--- src/rtl/divider_pkg.sv ---
// Shared definitions for the multi-cycle divider: FSM encodings, signedness
// selects and the ALU op codes that launch a divide from the execute stage.
package divider_pkg;

   typedef enum logic [1:0] {
      DIV_FREE   = 2'b00,
      DIV_BYZERO = 2'b01,
      DIV_ON     = 2'b10,
      DIV_END    = 2'b11
   } div_state_e;

   localparam logic DIV_SIGNED   = 1'b1;
   localparam logic DIV_UNSIGNED = 1'b0;

   localparam logic [7:0] EXE_DIV_OP  = 8'b0001_1010;
   localparam logic [7:0] EXE_DIVU_OP = 8'b0001_1011;

   // Execute-stage helpers: raise start_i and pick signedness from the ALU op.
   function automatic logic div_op_start(input logic [7:0] aluop);
      return (aluop == EXE_DIV_OP) || (aluop == EXE_DIVU_OP);
   endfunction

   function automatic logic div_op_sign(input logic [7:0] aluop);
      return (aluop == EXE_DIV_OP) ? DIV_SIGNED : DIV_UNSIGNED;
   endfunction

endpackage

--- src/rtl/divider_if.sv ---
// Request/response bundle between the execute stage (master) and the divider (slave).
interface divider_if #(
   parameter int DATA_W = 32
);
   logic                  signed_div;
   logic [DATA_W-1:0]     opdata1;
   logic [DATA_W-1:0]     opdata2;
   logic                  start;
   logic                  annul;
   logic [2*DATA_W-1:0]   result;
   logic                  ready;
   logic                  stall;

   modport master (
      output signed_div, opdata1, opdata2, start, annul,
      input  result, ready, stall
   );

   modport slave (
      input  signed_div, opdata1, opdata2, start, annul,
      output result, ready, stall
   );
endinterface

--- src/rtl/divider.sv ---
// Restoring shift-subtract divider, one quotient bit per cycle, signed or unsigned.
// Result is {remainder, quotient}, registered and held while the requester keeps start high.
module divider
   import divider_pkg::*;
#(
   parameter int DATA_W = 32
) (
   input  logic     clk,
   input  logic     rst,
   divider_if.slave bus
);

   localparam int CNT_W = $clog2(DATA_W) + 1;
   localparam int RES_W = 2 * DATA_W;

   div_state_e          state_q, state_d;
   logic [CNT_W-1:0]    cnt_q, cnt_d;
   logic [RES_W:0]      work_q, work_d;
   logic [DATA_W-1:0]   divisor_q, divisor_d;
   logic                neg_quot_q, neg_quot_d;
   logic                neg_rem_q, neg_rem_d;
   logic                ready_q, ready_d;
   logic [RES_W-1:0]    result_q, result_d;

   logic                op1_neg, op2_neg;
   logic [DATA_W-1:0]   op1_abs, op2_abs;

   logic [DATA_W:0]     step_upper;
   logic                step_ge;
   logic [DATA_W-1:0]   step_rem;
   logic [RES_W:0]      step_work;
   logic                last_step;
   logic [DATA_W-1:0]   quot_raw, rem_raw, quot_fix, rem_fix;

   // Magnitudes are iterated; the signs are kept aside for the final correction.
   always_comb begin
      op1_neg = (bus.signed_div == DIV_SIGNED) && bus.opdata1[DATA_W-1];
      op2_neg = (bus.signed_div == DIV_SIGNED) && bus.opdata2[DATA_W-1];
      op1_abs = op1_neg ? (DATA_W'(0) - bus.opdata1) : bus.opdata1;
      op2_abs = op2_neg ? (DATA_W'(0) - bus.opdata2) : bus.opdata2;
   end

   // A successful subtract always leaves less than the divisor, so DATA_W bits suffice.
   always_comb begin
      step_upper = work_q[RES_W:DATA_W];
      step_ge    = step_upper >= {1'b0, divisor_q};
      step_rem   = step_upper[DATA_W-1:0] - divisor_q;
      step_work  = step_ge ? {step_rem, work_q[DATA_W-1:0], 1'b1}
                           : {work_q[RES_W-1:0], 1'b0};
      quot_raw   = step_work[DATA_W-1:0];
      rem_raw    = step_work[RES_W:DATA_W+1];
      quot_fix   = neg_quot_q ? (DATA_W'(0) - quot_raw) : quot_raw;
      rem_fix    = neg_rem_q  ? (DATA_W'(0) - rem_raw)  : rem_raw;
      last_step  = (cnt_q == CNT_W'(DATA_W - 1));
   end

   always_ff @(posedge clk or posedge rst) begin
      if (rst) begin
         state_q    <= DIV_FREE;
         cnt_q      <= '0;
         work_q     <= '0;
         divisor_q  <= '0;
         neg_quot_q <= 1'b0;
         neg_rem_q  <= 1'b0;
         ready_q    <= 1'b0;
         result_q   <= '0;
      end else begin
         state_q    <= state_d;
         cnt_q      <= cnt_d;
         work_q     <= work_d;
         divisor_q  <= divisor_d;
         neg_quot_q <= neg_quot_d;
         neg_rem_q  <= neg_rem_d;
         ready_q    <= ready_d;
         result_q   <= result_d;
      end
   end

   always_comb begin
      state_d    = state_q;
      cnt_d      = cnt_q;
      work_d     = work_q;
      divisor_d  = divisor_q;
      neg_quot_d = neg_quot_q;
      neg_rem_d  = neg_rem_q;

      case (state_q)
         DIV_FREE: begin
            if (bus.start && !bus.annul) begin
               divisor_d  = op2_abs;
               neg_quot_d = op1_neg ^ op2_neg;
               neg_rem_d  = op1_neg;
               cnt_d      = '0;
               work_d     = {{DATA_W{1'b0}}, op1_abs, 1'b0};
               state_d    = (bus.opdata2 == '0) ? DIV_BYZERO : DIV_ON;
            end
         end
         DIV_BYZERO: begin
            state_d = DIV_END;
         end
         DIV_ON: begin
            work_d = step_work;
            cnt_d  = cnt_q + CNT_W'(1);
            if (last_step) begin
               state_d = DIV_END;
            end
         end
         DIV_END: begin
            if (!bus.start) begin
               state_d = DIV_FREE;
            end
         end
         default: state_d = DIV_FREE;
      endcase

      if (bus.annul) begin
         state_d = DIV_FREE;
         cnt_d   = '0;
         work_d  = '0;
      end
   end

   // Outputs are registered; they follow the state being entered.
   always_comb begin
      ready_d  = 1'b0;
      result_d = '0;
      if (state_d == DIV_END) begin
         ready_d = 1'b1;
         case (state_q)
            DIV_ON:  result_d = {rem_fix, quot_fix};
            DIV_END: result_d = result_q;
            default: result_d = '0;
         endcase
      end
   end

   assign bus.ready  = ready_q;
   assign bus.result = result_q;
   assign bus.stall  = bus.start & ~ready_q & ~bus.annul;

endmodule

--- src/flat_wrapper.sv ---
// flat-port wrapper written by rule: the top's interface ports become plain ports
module divider_flat import divider_pkg::*;
#(
   parameter int DATA_W = 32
)
  (clk, rst, bus_signed_div, bus_opdata1, bus_opdata2, bus_start, bus_annul, bus_result, bus_ready, bus_stall);
  divider_if #(.DATA_W(DATA_W)) bus_i ();
  input  logic clk;
  input  logic rst;
  input wire logic [$bits(bus_i.signed_div)-1:0] bus_signed_div;
  input wire logic [$bits(bus_i.opdata1)-1:0] bus_opdata1;
  input wire logic [$bits(bus_i.opdata2)-1:0] bus_opdata2;
  input wire logic [$bits(bus_i.start)-1:0] bus_start;
  input wire logic [$bits(bus_i.annul)-1:0] bus_annul;
  output wire logic [$bits(bus_i.result)-1:0] bus_result;
  output wire logic [$bits(bus_i.ready)-1:0] bus_ready;
  output wire logic [$bits(bus_i.stall)-1:0] bus_stall;
  assign bus_i.signed_div = bus_signed_div;
  assign bus_i.opdata1 = bus_opdata1;
  assign bus_i.opdata2 = bus_opdata2;
  assign bus_i.start = bus_start;
  assign bus_i.annul = bus_annul;
  assign bus_result = bus_i.result;
  assign bus_ready = bus_i.ready;
  assign bus_stall = bus_i.stall;
  divider #(.DATA_W(DATA_W)) u_core (.clk(clk), .rst(rst), .bus(bus_i));
endmodule
--- config.mk ---
export PLATFORM = sky130hd
export DESIGN_NAME = divider_flat
export DESIGN_NICKNAME = d
export VERILOG_FILES = /design/src/rtl/divider_pkg.sv /design/src/rtl/divider_if.sv /design/src/rtl/divider.sv /design/src/flat_wrapper.sv
export SDC_FILE = /design/constraint.sdc
export NUM_CORES = 1
export LEC_CHECK = 0
export ABC_CLOCK_PERIOD_IN_PS = 8060
export CORE_MARGIN = 3
export CORE_UTILIZATION = 30
export CTS_BUF_LIST = sky130_fd_sc_hd__clkbuf_16
export CTS_CLUSTER_DIAMETER = 200
export CTS_CLUSTER_SIZE = 10
export DETAILED_ROUTE_END_ITERATION = 12
export GPL_TIMING_DRIVEN = 0
export RECOVER_POWER = 50
export SYNTH_ARGS = -nofsm -noshare
export SYNTH_HDL_FRONTEND = slang
export SYNTH_SLANG_ARGS = --single-unit
--- constraint.sdc ---
create_clock -name clk -period 8.06 [get_ports clk]
set_input_delay 1.612 -clock clk [delete_from_list [all_inputs] [get_ports clk]]
set_output_delay 1.612 -clock clk [all_outputs]
set_load 0.01 [all_outputs]
==> impl_metrics.yaml <==
clock_tree:
  cts_tree: "built"
  postCtsHoldBufs: 0
  cts_buffers: 17
  clock_sinks: 172
  insertion_delay_ps: 460
  postCtsSetupRepairBufs: 0
  htree_levels: 4
  cts-root-buf: "clkbuf_16"
  clock_path_buffers: 2
  cts_resized: 0
  path_clk_slew_ps: 70
routing:
  wirelength_mm: 40.57
  dr.pass1.iters: 5
  drtIter0Drc: 784
  vias: 11294
  ant_nets: 0
  viasPerCell: 5.238
  drc: 0
  wl_per_cell_um: 18.82
floorplan:
  start_util_pct: 30.51
  die_y_um: 207.7
  row_count: 73
  dieWidth_um: 207.7
  ioPinCount: 135
  core_um2: 40010
  dieArea_um2: 43150
timing:
  fmax_ghz: 0.1685
  fin_crit_ps: 5934
  period_share_pct: 73.62
  whs_ps: 474.9
  setup-violations-final: 0
  relSlewSlack_pct: -146.7
  slew_violations: 79
  final.setup_skew_ps: 11.52
  hold_violations: 0
  rsz0062_at_grt: "no"
  tightestPinTransition_ps: 3680
synth:
  ys_seq_area_share_pct: 35.26
  synth-seq-cells: 172
  netlist_instances: 1465
  synthDistinctLibCells: 104
  synth-edff-count: 0
  yosys.area.top_type: "dfrtp_1"
  yosysWarnings: 0
  synth_fp_nets: 1572
  synth_area_leaders: "dfrtp_1 35%, nand2_1 6.8%, o21ai_0 6.8%"
  async_flop_share_pct: 100.0
  ys.flop_type: "dfrtp_1"
  synth_top_area_share_pct: 35.26
  syn_avg_cell_area_um2: 8.332
  synth_area_um2: 12210
setup_path:
  r2r_slack_ps: 2130
  crit_fanout: 10
  crit_type: "register to register"
  critPathCaptureType: "register"
  r2r_cells: 21
  worstPathRequired_ps: 8400
  r2r_start: "u_core.work_q[50]"
  cp-start-kind: "register"
  cp.arrival_ps: 6270
  startpoint: "u_core.work_q[50]"
  r2r-end: "u_core.bus.result[60]"
global_route:
  track_usage_pct: 18.74
  grt_max_degree: 95
  grt_pass1_wl_mm: 64.78
  first_global_vias: 11190
  antenna_found_initial: 0
  overflow: 0
cells_and_area:
  num-nets-final: 1725
  synthToLayoutAreaGrowth_pct: 21.57
  drive_above_1_share_pct: 6.928
  diodes: 0
  instances_no_fill: 2156
placed_design:
  placed_cells: 2124
  port_buffers: 133
  dp_hpwl_mm: 32.27
  place_congestion: 0.9488
power:
  p_leak_nw: 6.199
  ir_worst_vdd_uv: 114.7
  power.density_nw_per_um2: 163.0
hold_path:
  worst_hold_startpoint: "u_core.bus.result[47]"
  hp-class: "register to register"
  min_path_cells: 2
  whs_endpoint: "u_core.bus.result[47]"
job:
  drv_cap: 1
run_status:
  violations: "max-capacitance violations, max-slew violations"
  outcome: "complete, but fails checks"
==> cells by family (layout without fill, tap and decap cells) <==
logic type / count (synthesis) / in the layout / share of synthesized area [%]
AND/OR/NAND/NOR: 494 / 494 / 19.29
AO/OA/AOI/OAI: 457 / 457 / 23.97
flip-flops: 172 / 172 / 35.26
XOR/XNOR: 139 / 139 / 9.973
buffers and inverters: 139 / 305 / 5.381
adder cells (fa/ha/maj): 38 / 38 / 3.957
multiplexers: 26 / 26 / 2.173
==> worst max-delay path, stage by stage, from the launching register on <==
cell and delay, ps:
dfrtp_1 440, ha_1 310, buf_6 140, a21oi_1 300, o21ai_1 190, a211oi_1 360, o21ai_2 200, or2_1 260
buf_6 150, buf_12 150, buf_6 160, buf_2 220, buf_2 260, o21ai_0 550, ha_1 360, nand3b_1 140
or4b_4 590, a22oi_4 270, nand4b_1 230, o21ai_1 250, xor2_1 190, o21ai_1 70
==> metal layers <==
layer	track usage (%)	up-vias	wire length [um]
li1	-	5519	-
met1	26.71	5396	19350
met2	29.35	330	18290
met3	3.249	49	2131
met4	5.208	0	796
met5	0	-	0
==> report_power, final <==
part | total, mW | internal (mW) | switching [mW]
combinational | 0.584 | 0.222 | 0.362
sequential | 0.952 | 0.910 | 0.0421
clock | 0.884 | 0.494 | 0.390
==> cells in the mapped netlist (4+ instances only) <==
| cell | instances |
|---|---|
| nand2_1 | 222 |
| dfrtp_1 | 172 |
| o21ai_0 | 166 |
| a21oi_1 | 105 |
| nor2_1 | 102 |
| xnor2_1 | 79 |
| xor2_1 | 60 |
| inv_1 | 57 |
| clkbuf_1 | 47 |
| ha_1 | 37 |
| nor3_1 | 33 |
| a22o_1 | 32 |
| mux2i_1 | 22 |
| o31ai_1 | 22 |
| o21ai_1 | 21 |
| or3_1 | 18 |
| nor4_1 | 15 |
| buf_2 | 12 |
| nand2b_1 | 11 |
| nand4_1 | 11 |
| a211oi_1 | 10 |
| a31oi_1 | 10 |
| a21o_1 | 9 |
| nand3_1 | 9 |
| o211ai_1 | 9 |
| o41ai_1 | 9 |
| and2_1 | 8 |
| or4_1 | 8 |
| buf_6 | 7 |
| nor2b_1 | 7 |
| buf_1 | 6 |
| or2_2 | 6 |
| and3_1 | 5 |
| buf_4 | 5 |
| nand3b_1 | 4 |
| nor3b_1 | 4 |
| o21a_1 | 4 |
| o21bai_1 | 4 |
==> cell usage in the layout (no fill, tap or decap), drive strengths merged, types with 33 or more instances in the layout <==
cell type,n
a21oi,108
clkbuf,65
clkdlybuf4s50,102
dfrtp,172
ha,37
inv,63
nand2,223
nor2,103
nor3,33
o21ai,190
xnor2,79
xor2,60
==> how the worst max path moves through the flow <==
stage,to,cells after the start
6_report,u_core.bus.result[60],21
3_5_place_dp,u_core.bus.result[60],21
4_1_cts,u_core.bus.result[60],21
5_1_grt,u_core.bus.result[60],21
3_3_place_gp,u_core.divisor_q[21],2
2_1_floorplan,u_core.bus.ready,1
==> layout make-up <==
class	count	area [um^2]
fillers	4115	25170
multi-input cells	1154	7246
flip-flops and latches	172	4304
repair buffers	134	1359
well taps	525	656.9
plain buffers	81	439.2
clock buffers	17	425.4
inverters	58	219.0
clock inverters	15	190.2
==> through the flow <==
stage	setup slack, ps	area (um^2)	setup TNS [ps]	power [mW]	util, %
after floorplan	1788	12210	0	1.351	-
final	2126	14840	0	2.419	37.09
after global placement	-804.1	14190	-135870	1.534	35.48
after CTS	2156	14850	0	2.430	37.11
after global routing	1856	14840	0	2.540	37.09
after detailed placement	2202	14230	0	1.544	35.57
==> sequential cells by signal, indices dropped and copies added (netlist names) <==
name / count
u_core.cnt_q: 6
u_core.divisor_q: 32
u_core.work_q: 65
u_core.bus.ready: 1
u_core.state_q: 2
u_core.neg_rem_q: 1
u_core.bus.result: 64
u_core.neg_quot_q: 1
No activity file was read; power rests on OpenSTA's default activity.
